### config.mk
export PLATFORM = sky130hd
export DESIGN_NAME = vga_scan_timing
export DESIGN_NICKNAME = d
export VERILOG_FILES = /design/src/rtl/vga_scan_timing.sv
export SDC_FILE = /design/constraint.sdc
export NUM_CORES = 1
export LEC_CHECK = 0
export ABC_AREA = 1
export BUFFER_PORTS_ARGS = -buffer_cell sky130_fd_sc_hd__buf_2
export CAP_MARGIN = 0
export CORE_MARGIN = 1
export CORE_UTILIZATION = 35
export CTS_CLUSTER_DIAMETER = 80
export DETAILED_ROUTE_END_ITERATION = 10
export PLACE_DENSITY = 0.65
export SYNTH_ARGS = -nofsm -noshare
export SYNTH_HDL_FRONTEND = slang
export SYNTH_SLANG_ARGS = --single-unit
### constraint.sdc
create_clock -name clk -period 1.6 [get_ports clk]
set_input_delay 0.08 -clock clk [delete_from_list [all_inputs] [get_ports clk]]
set_output_delay 0.08 -clock clk [all_outputs]
set_load 0.02 [all_outputs]
### src/rtl/vga_scan_timing.sv
// 640x480@60 VGA raster generator: drives coordinates into the pixel core and aligns sync/colour to the DAC.
// Optional colour-bar generator when no polygon is enabled: define VGA_TEST_PATTERN_EN.
module vga_scan_timing #(
    parameter int H_VISIBLE = 640,
    parameter int H_FRONT   = 16,
    parameter int H_SYNC    = 96,
    parameter int H_BACK    = 48,
    parameter int V_VISIBLE = 480,
    parameter int V_FRONT   = 10,
    parameter int V_SYNC    = 2,
    parameter int V_BACK    = 33
) (
    input  logic       clk,
    input  logic       rst_n,
    input  logic [1:0] poly_en,
    input  logic [5:0] pixel_in,
    output logic [8:0] pixel_row,
    output logic [9:0] pixel_col,
    output logic [1:0] cmp_en,
    output logic       vblank,
    output logic       frame_start,
    output logic [7:0] frame_count,
    output logic       hsync,
    output logic       vsync,
    output logic [5:0] rgb
);

    // Totals must stay <= 1024 and V_VISIBLE <= 512 so the fixed port widths hold.
    localparam int H_TOTAL = H_VISIBLE + H_FRONT + H_SYNC + H_BACK;
    localparam int V_TOTAL = V_VISIBLE + V_FRONT + V_SYNC + V_BACK;

    localparam logic [9:0] H_MAX      = 10'(H_TOTAL - 1);
    localparam logic [9:0] V_MAX      = 10'(V_TOTAL - 1);
    localparam logic [9:0] H_VIS      = 10'(H_VISIBLE);
    localparam logic [9:0] V_VIS      = 10'(V_VISIBLE);
    localparam logic [9:0] HS_START   = 10'(H_VISIBLE + H_FRONT);
    localparam logic [9:0] HS_END     = 10'(H_VISIBLE + H_FRONT + H_SYNC);
    localparam logic [9:0] VS_START   = 10'(V_VISIBLE + V_FRONT);
    localparam logic [9:0] VS_END     = 10'(V_VISIBLE + V_FRONT + V_SYNC);

    logic [9:0] h_cnt;
    logic [9:0] v_cnt;
    logic [1:0] shadow_en;
    logic       h_last;
    logic       v_last;
    logic       frame_wrap;
    logic       h_vis;
    logic       v_vis;
    logic       visible;
    logic       hs_raw;
    logic       vs_raw;

    assign h_last     = (h_cnt == H_MAX);
    assign v_last     = (v_cnt == V_MAX);
    assign frame_wrap = h_last && v_last;
    assign h_vis      = (h_cnt < H_VIS);
    assign v_vis      = (v_cnt < V_VIS);
    assign visible    = h_vis && v_vis;
    assign hs_raw     = !((h_cnt >= HS_START) && (h_cnt < HS_END));
    assign vs_raw     = !((v_cnt >= VS_START) && (v_cnt < VS_END));

    // Raster counters; enables and frame count only change on the (max,max)->(0,0) edge so no frame tears.
    always_ff @(posedge clk or negedge rst_n) begin
        if (!rst_n) begin
            h_cnt       <= 10'd0;
            v_cnt       <= 10'd0;
            shadow_en   <= 2'b00;
            frame_count <= 8'd0;
        end else begin
            if (h_last) begin
                h_cnt <= 10'd0;
                if (v_last) v_cnt <= 10'd0;
                else        v_cnt <= v_cnt + 10'd1;
            end else begin
                h_cnt <= h_cnt + 10'd1;
            end
            if (frame_wrap) begin
                shadow_en   <= poly_en;
                frame_count <= frame_count + 8'd1;
            end
        end
    end

    assign pixel_col   = h_vis ? h_cnt : 10'd0;
    assign pixel_row   = v_vis ? v_cnt[8:0] : 9'd0;
    assign cmp_en      = visible ? shadow_en : 2'b00;
    assign vblank      = !v_vis;
    assign frame_start = (h_cnt == 10'd0) && (v_cnt == 10'd0);

    logic hs_d1;
    logic vs_d1;
    logic de_d1;
`ifdef VGA_TEST_PATTERN_EN
    logic [2:0] bar_d1;
    logic       bar_sel_d1;
`endif

    // Stage 1 lines up with the pixel core's registered colour; stage 2 drives the pins.
    always_ff @(posedge clk or negedge rst_n) begin
        if (!rst_n) begin
            hs_d1 <= 1'b1;
            vs_d1 <= 1'b1;
            de_d1 <= 1'b0;
            hsync <= 1'b1;
            vsync <= 1'b1;
            rgb   <= 6'd0;
`ifdef VGA_TEST_PATTERN_EN
            bar_d1     <= 3'd0;
            bar_sel_d1 <= 1'b0;
`endif
        end else begin
            hs_d1 <= hs_raw;
            vs_d1 <= vs_raw;
            de_d1 <= visible;
            hsync <= hs_d1;
            vsync <= vs_d1;
`ifdef VGA_TEST_PATTERN_EN
            bar_d1     <= h_cnt[8:6];
            bar_sel_d1 <= (shadow_en == 2'b00);
            if (!de_d1)
                rgb <= 6'd0;
            else if (bar_sel_d1)
                rgb <= {bar_d1[2], bar_d1[2], bar_d1[1], bar_d1[1], bar_d1[0], bar_d1[0]};
            else
                rgb <= pixel_in;
`else
            rgb <= de_d1 ? pixel_in : 6'd0;
`endif
        end
    end

endmodule

== Word level (Yosys, flattened, before mapping) ==
Cells that the tools add are included.

* $add $sub $neg: 3
* Order comparisons: 6
* Equality and inequality tests: 2
* Mux-type cells: 6
* Reductions and logical operators: 10

{| class="wikitable"
|+ Operators by type and width
! kind !! count
|-
| $mux 10 || 3
|-
| $add 10x1->10 const B || 2
|-
| $eq 10x10->1 const B || 2
|-
| $logic_not 10->1 || 2
|-
| $lt 10x10->1 const B || 2
|-
| $lt 10x9->1 const B || 2
|-
| $ge 10x10->1 const B || 1
|-
| $ge 10x9->1 const B || 1
|-
| $mux 9 || 1
|-
| $add 8x1->8 const B || 1
|-
| $mux 6 || 1
|-
| $logic_and 1x1->1 || 5
|-
| $logic_not 1->1 || 3
|-
| $mux 2 || 1
|}

* Flip-flop bits (word level): 41
* Input bits: 10
* Word-level logic and storage cells: 37

== Logic depth before layout (Yosys ltp) ==
* Word-level depth: 3
* Gate-level depth with buffers: 9
* Depth with buffers taken out: 9

== Least setup slack after synthesis ==
No wires, ideal clock.

* Path kind: register -> output
* Start: register v_cnt[0]
* End: output frame_start
* Arrival time: 1.488 ns
* Slack: 0.032 ns
* Cell stages (with the launch flop): 5
* Buffers on the path: 0
* Cells stage by stage: dfrtp_1 -> inv_1 -> ha_1 -> nand4_1 -> nor4_1

* Longest elaborated chain between the ends: 2

{| class="wikitable"
|+ RTL lines
! item !! line !! text
|-
| start, declared || 42 || <nowiki>logic [9:0] v_cnt;</nowiki>
|-
| start signal, assigned || 73 || <nowiki>else v_cnt <= v_cnt + 10'd1;</nowiki>
|-
| $logic_not 10->1 || 88 || <nowiki>assign frame_start = (h_cnt == 10'd0) && (v_cnt == 10'd0);</nowiki>
|-
| $logic_and 1x1->1 || 88 ||
|-
| end, declared || 21 || <nowiki>output logic frame_start,</nowiki>
|}

Every way passes these cells.

== Worst setup path after layout ==
* Start: register h_cnt[6]
* End: output frame_start

* Longest elaborated chain between the ends: 2

{| class="wikitable"
|+ RTL lines
! item !! line !! text
|-
| start, declared || 41 || <nowiki>logic [9:0] h_cnt;</nowiki>
|-
| start signal, assigned || 75 || <nowiki>h_cnt <= h_cnt + 10'd1;</nowiki>
|-
| $logic_not 10->1 || 88 ||
|-
| $logic_and 1x1->1 || 88 ||
|}

Every way passes these cells.

==> flow_metrics.env <==
export IMPL_status="finished with violations"
export IMPL_violations_in_the_final_reports="negative setup slack"
export IMPL_r2r_worst_path_cells=8
export IMPL_worst_ep_arrival_time_ns=1.56
export IMPL_antenna_found_initial=0
export IMPL_power_ir_vdd_worst_mv=0.487
export IMPL_most_common_layout_cells="sky130_fd_sc_hd__nand2_1 (67), sky130_fd_sc_hd__inv_1 (44), sky130_fd_sc_hd__buf_2 (38)"
export IMPL_grt_remaining_overflow=0
export IMPL_period_share_pct=102
export IMPL_critical_path_peak_fanout=2
export IMPL_placement_setup_worst_slack_ns=0.0768
export IMPL_grt_pass1_vias=1819
export IMPL_synth_cells=288
export IMPL_buffer_ports_inserted=48
export IMPL_final_setup_worst_slack_ns=-0.0358
export IMPL_worst_hold_path_type="primary input to asynchronous set/reset pin"
export IMPL_maximum_number_of_pins_on_one_net_before_global_route_repair=20
export IMPL_num_vias=2125
export IMPL_grt_pass1_wl_um=8280
export IMPL_synth_area_top_cells="sky130_fd_sc_hd__dfrtp_1 (41%), sky130_fd_sc_hd__nand2_1 (13%), sky130_fd_sc_hd__inv_1 (8.4%)"
export IMPL_syn2layout_area_growth_pct=42.3
export IMPL_power_static_leakage_nw=1.76
export IMPL_swShare_pct=21.1
export IMPL_fin_util_pct=52.6
export IMPL_setup_viol_count_final=7
export IMPL_synth_fp_nets=303
export IMPL_power_density_relative_to_cell_area_nw_per_um2=608
export IMPL_drt_wirelength_per_cell_um=12.2
export IMPL_fill_cell_count=551
export IMPL_setup_skew_after_layout_ns=0.00446
export IMPL_post_route_cells_drive_above_1_share_pct=37.4
export IMPL_crit_reg2reg_launch="h_cnt[1]$_DFF_PN0_"
export IMPL_max_freq_mhz=611
export IMPL_regToRegEndpoint="frame_count[0]$_DFFE_PN0P_"
export IMPL_max_clock_path_buffers=2
export IMPL_totalWireLength_um=5520
export IMPL_yosys_cell_types_count=24
export IMPL_top_level_ports=49
export IMPL_synth_sequential_area_ratio_pct=46.0
export IMPL_finalPower_mw=1.94
export IMPL_routed_via_density=4.70
export IMPL_synth_warning_count=0
export IMPL_layout_cells_most_common="sky130_fd_sc_hd__nand2_1"
export IMPL_end_kind="primary output"
export IMPL_netsw_mw=0.409
export IMPL_diodes=0
export IMPL_std_cell_rows=28
export IMPL_cp_cell_sequence="nor2_1 > buf_4 > nand4_1 > nor4_2 > buf_4"
export IMPL_worst_ep_required_time_ns=1.52
export IMPL_rsz_0062_raised_after_global_routing="true"
export IMPL_drt_first_iter_violations=114
export IMPL_die_height_um=82.0
export IMPL_gp_routability_congestion=0.905
export IMPL_rrSetupSlack_ns=-0.01
export IMPL_transition_time_of_the_tightest_slew_check_pin_ns=0.446
export IMPL_synth_area_per_cell_um2=7.78
export IMPL_number_of_detailed_route_iterations_in_the_first_pass=5
export IMPL_comb_power_share_pct=3.9
export IMPL_path_class="flop to primary output"
export IMPL_maxCapViolCount=0
export IMPL_postRouteAntennaNets=0
export IMPL_clock_tree_from_tritoncts="built"
export IMPL_width_of_the_die_um=82.0
export IMPL_final_net_count=392
export IMPL_critPathSlowestCell="sky130_fd_sc_hd__dfrtp_1"
export IMPL_synth_largest_type_area_fraction_pct=41.3
export IMPL_cts_htree_levels=2
export IMPL_register_share_of_total_power_pct=53.9
export IMPL_initial_core_util_pct=37.0
export IMPL_grt_util_all_layers_pct=16.5
export IMPL_critical_path_most_common_cell="sky130_fd_sc_hd__buf_4"
export IMPL_clkSinkCount=41
export IMPL_core_ar_um2=6060
export IMPL_root_buffer="sky130_fd_sc_hd__clkbuf_8"
export IMPL_synthDominantAreaCellType="sky130_fd_sc_hd__dfrtp_1"
export IMPL_startpoint_type="flop"
export IMPL_place_hpwl_um=3700
export IMPL_design_die_area_um2=6730
export IMPL_cp_slowest_stage_delay_ns=0.40
export IMPL_mappedNetlistArea_um2=2240
export IMPL_synth_ff_latch_count=41
export IMPL_tritoncts_num_buffers=5
export IMPL_slew_headroom_pct=70.2
export IMPL_min_period_ns=1.64
export IMPL_final_hold_viol_count=0
export IMPL_power_frac_clock_pct=42.2
export IMPL_timing_max_transition_violations_final=0
export IMPL_p_int_mw=1.53
export IMPL_clock_latency_at_the_later_pin_of_the_worst_skew_pair_ns=0.29
export IMPL_cts_reportedPaths_clkPinSlew_ns=0.08
export IMPL_drcViolationCount=0
-- worst max path at each step --
stage	endpoint	from	cells after the start
after floorplan	frame_start	v_cnt[0]$_DFFE_PN0N_	4
after global placement	v_cnt[3]$_DFFE_PN0N_	h_cnt[0]$_DFF_PN0_	8
after detailed placement	v_cnt[3]$_DFFE_PN0N_	h_cnt[0]$_DFF_PN0_	8
after CTS	frame_start	h_cnt[7]$_DFF_PN0_	5
after global routing	frame_count[7]$_DFFE_PN0P_	h_cnt[0]$_DFF_PN0_	8
final	frame_start	h_cnt[6]$_DFF_PN0_	5
-- sequential cells by signal, indices dropped and copies added (netlist names) --
| signal | cells |
|---|---|
| rgb | 6 |
| shadow_en | 2 |
| h_cnt | 10 |
| de_d1 | 1 |
| frame_count | 8 |
| vs_d1 | 1 |
| hsync | 1 |
| v_cnt | 10 |
| vsync | 1 |
| hs_d1 | 1 |
-- per-stage QoR --
stage               instance area (um2)  setup TNS, ns  hold slack, ns  instances
floorplan                          2240              0          -0.216        288
global placement                   2670              0          0.0416        422
detailed placement                 2670              0          0.0542        422
CTS                                2950        -0.0245           0.265        445
global route                       3190          -1.79           0.294        452
finish                             3190        -0.0878           0.262        452
-- repair_timing --
item / 4_1_cts / 5_1_grt
gates resized for setup: 13 / 63
pin swaps: 1 / 13
buffers inserted: 7 / 6
hold buffers: 9 / 0
gates cloned: 0 / 1
endpoints found under the hold margin: 24 / 0
setup endpoints to repair: 10 / 39
-- worst max-delay path, delay by kind of cell (launching register included) --
| kind | cells | cell delay, ns |
|---|---|---|
| buffers and inverters | 2 | 0.31 |
| DFF | 1 | 0.40 |
| and+or+nand+nor | 3 | 0.55 |
-- layout make-up --
type	instances	area, um2	area share (%)
Inverter	52	203	6.36
Clock buffer	5	68.8	2.16
Tap cell	75	93.8	2.94
Clock inverter	2	35.0	1.10
Multi-Input combinational cell	194	1150	35.9
Timing Repair Buffer	83	607	19.0
Sequential cell	41	1040	32.5
-- cells by family (layout without fill, tap and decap cells) --
| family | Yosys count | after routing | share of synthesized area (%) |
|---|---|---|---|
| compound gates | 17 | 17 | 3.80 |
| xor+xnor | 11 | 11 | 4.30 |
| fa+ha+maj | 5 | 5 | 2.79 |
| buf+inv | 53 | 142 | 9.32 |
| flops | 41 | 41 | 46.0 |
| simple gates | 161 | 161 | 33.8 |
-- Yosys cell counts --
| library cell | number |
|---|---|
| sky130_fd_sc_hd__nand2_2 | 2 |
| sky130_fd_sc_hd__xor2_1 | 7 |
| sky130_fd_sc_hd__o21ai_0 | 15 |
| sky130_fd_sc_hd__inv_4 | 1 |
| sky130_fd_sc_hd__nor2_1 | 36 |
| sky130_fd_sc_hd__xnor2_1 | 4 |
| sky130_fd_sc_hd__nand2_1 | 80 |
| sky130_fd_sc_hd__dfstp_2 | 4 |
| sky130_fd_sc_hd__inv_2 | 1 |
| sky130_fd_sc_hd__nand3_1 | 19 |
| sky130_fd_sc_hd__nand4_1 | 9 |
| sky130_fd_sc_hd__dfrtp_1 | 37 |
| sky130_fd_sc_hd__nor2_8 | 2 |
| sky130_fd_sc_hd__inv_1 | 50 |
| sky130_fd_sc_hd__nor2_2 | 2 |
| sky130_fd_sc_hd__a21oi_1 | 2 |
| sky130_fd_sc_hd__nand3_4 | 2 |
| sky130_fd_sc_hd__nand2_4 | 1 |
| sky130_fd_sc_hd__buf_6 | 1 |
| sky130_fd_sc_hd__nor3_2 | 1 |
| sky130_fd_sc_hd__nor2_4 | 2 |
| sky130_fd_sc_hd__nor3_1 | 4 |
| sky130_fd_sc_hd__nor4_1 | 1 |
| sky130_fd_sc_hd__ha_1 | 5 |
-- power by group through the flow --
stage,sequential (mW),combinational (mW),clock (mW)
2_1_floorplan,1.08,0.00553,0
3_3_place_gp,1.06,0.0599,0
3_5_place_dp,1.07,0.0609,0
4_1_cts,1.04,0.0779,0.846
5_1_grt,1.05,0.0868,0.885
6_report,1.04,0.0761,0.818
-- routing by layer --
layer	global-route usage (%)	up-vias	part of all wire, %
li1	-	1068	-
met1	21.9	971	47
met2	26.2	78	46
met3	3.44	8	5.4
met4	5.96	0	1.3
met5	0	-	0
No activity file was read; power rests on OpenSTA's default activity.
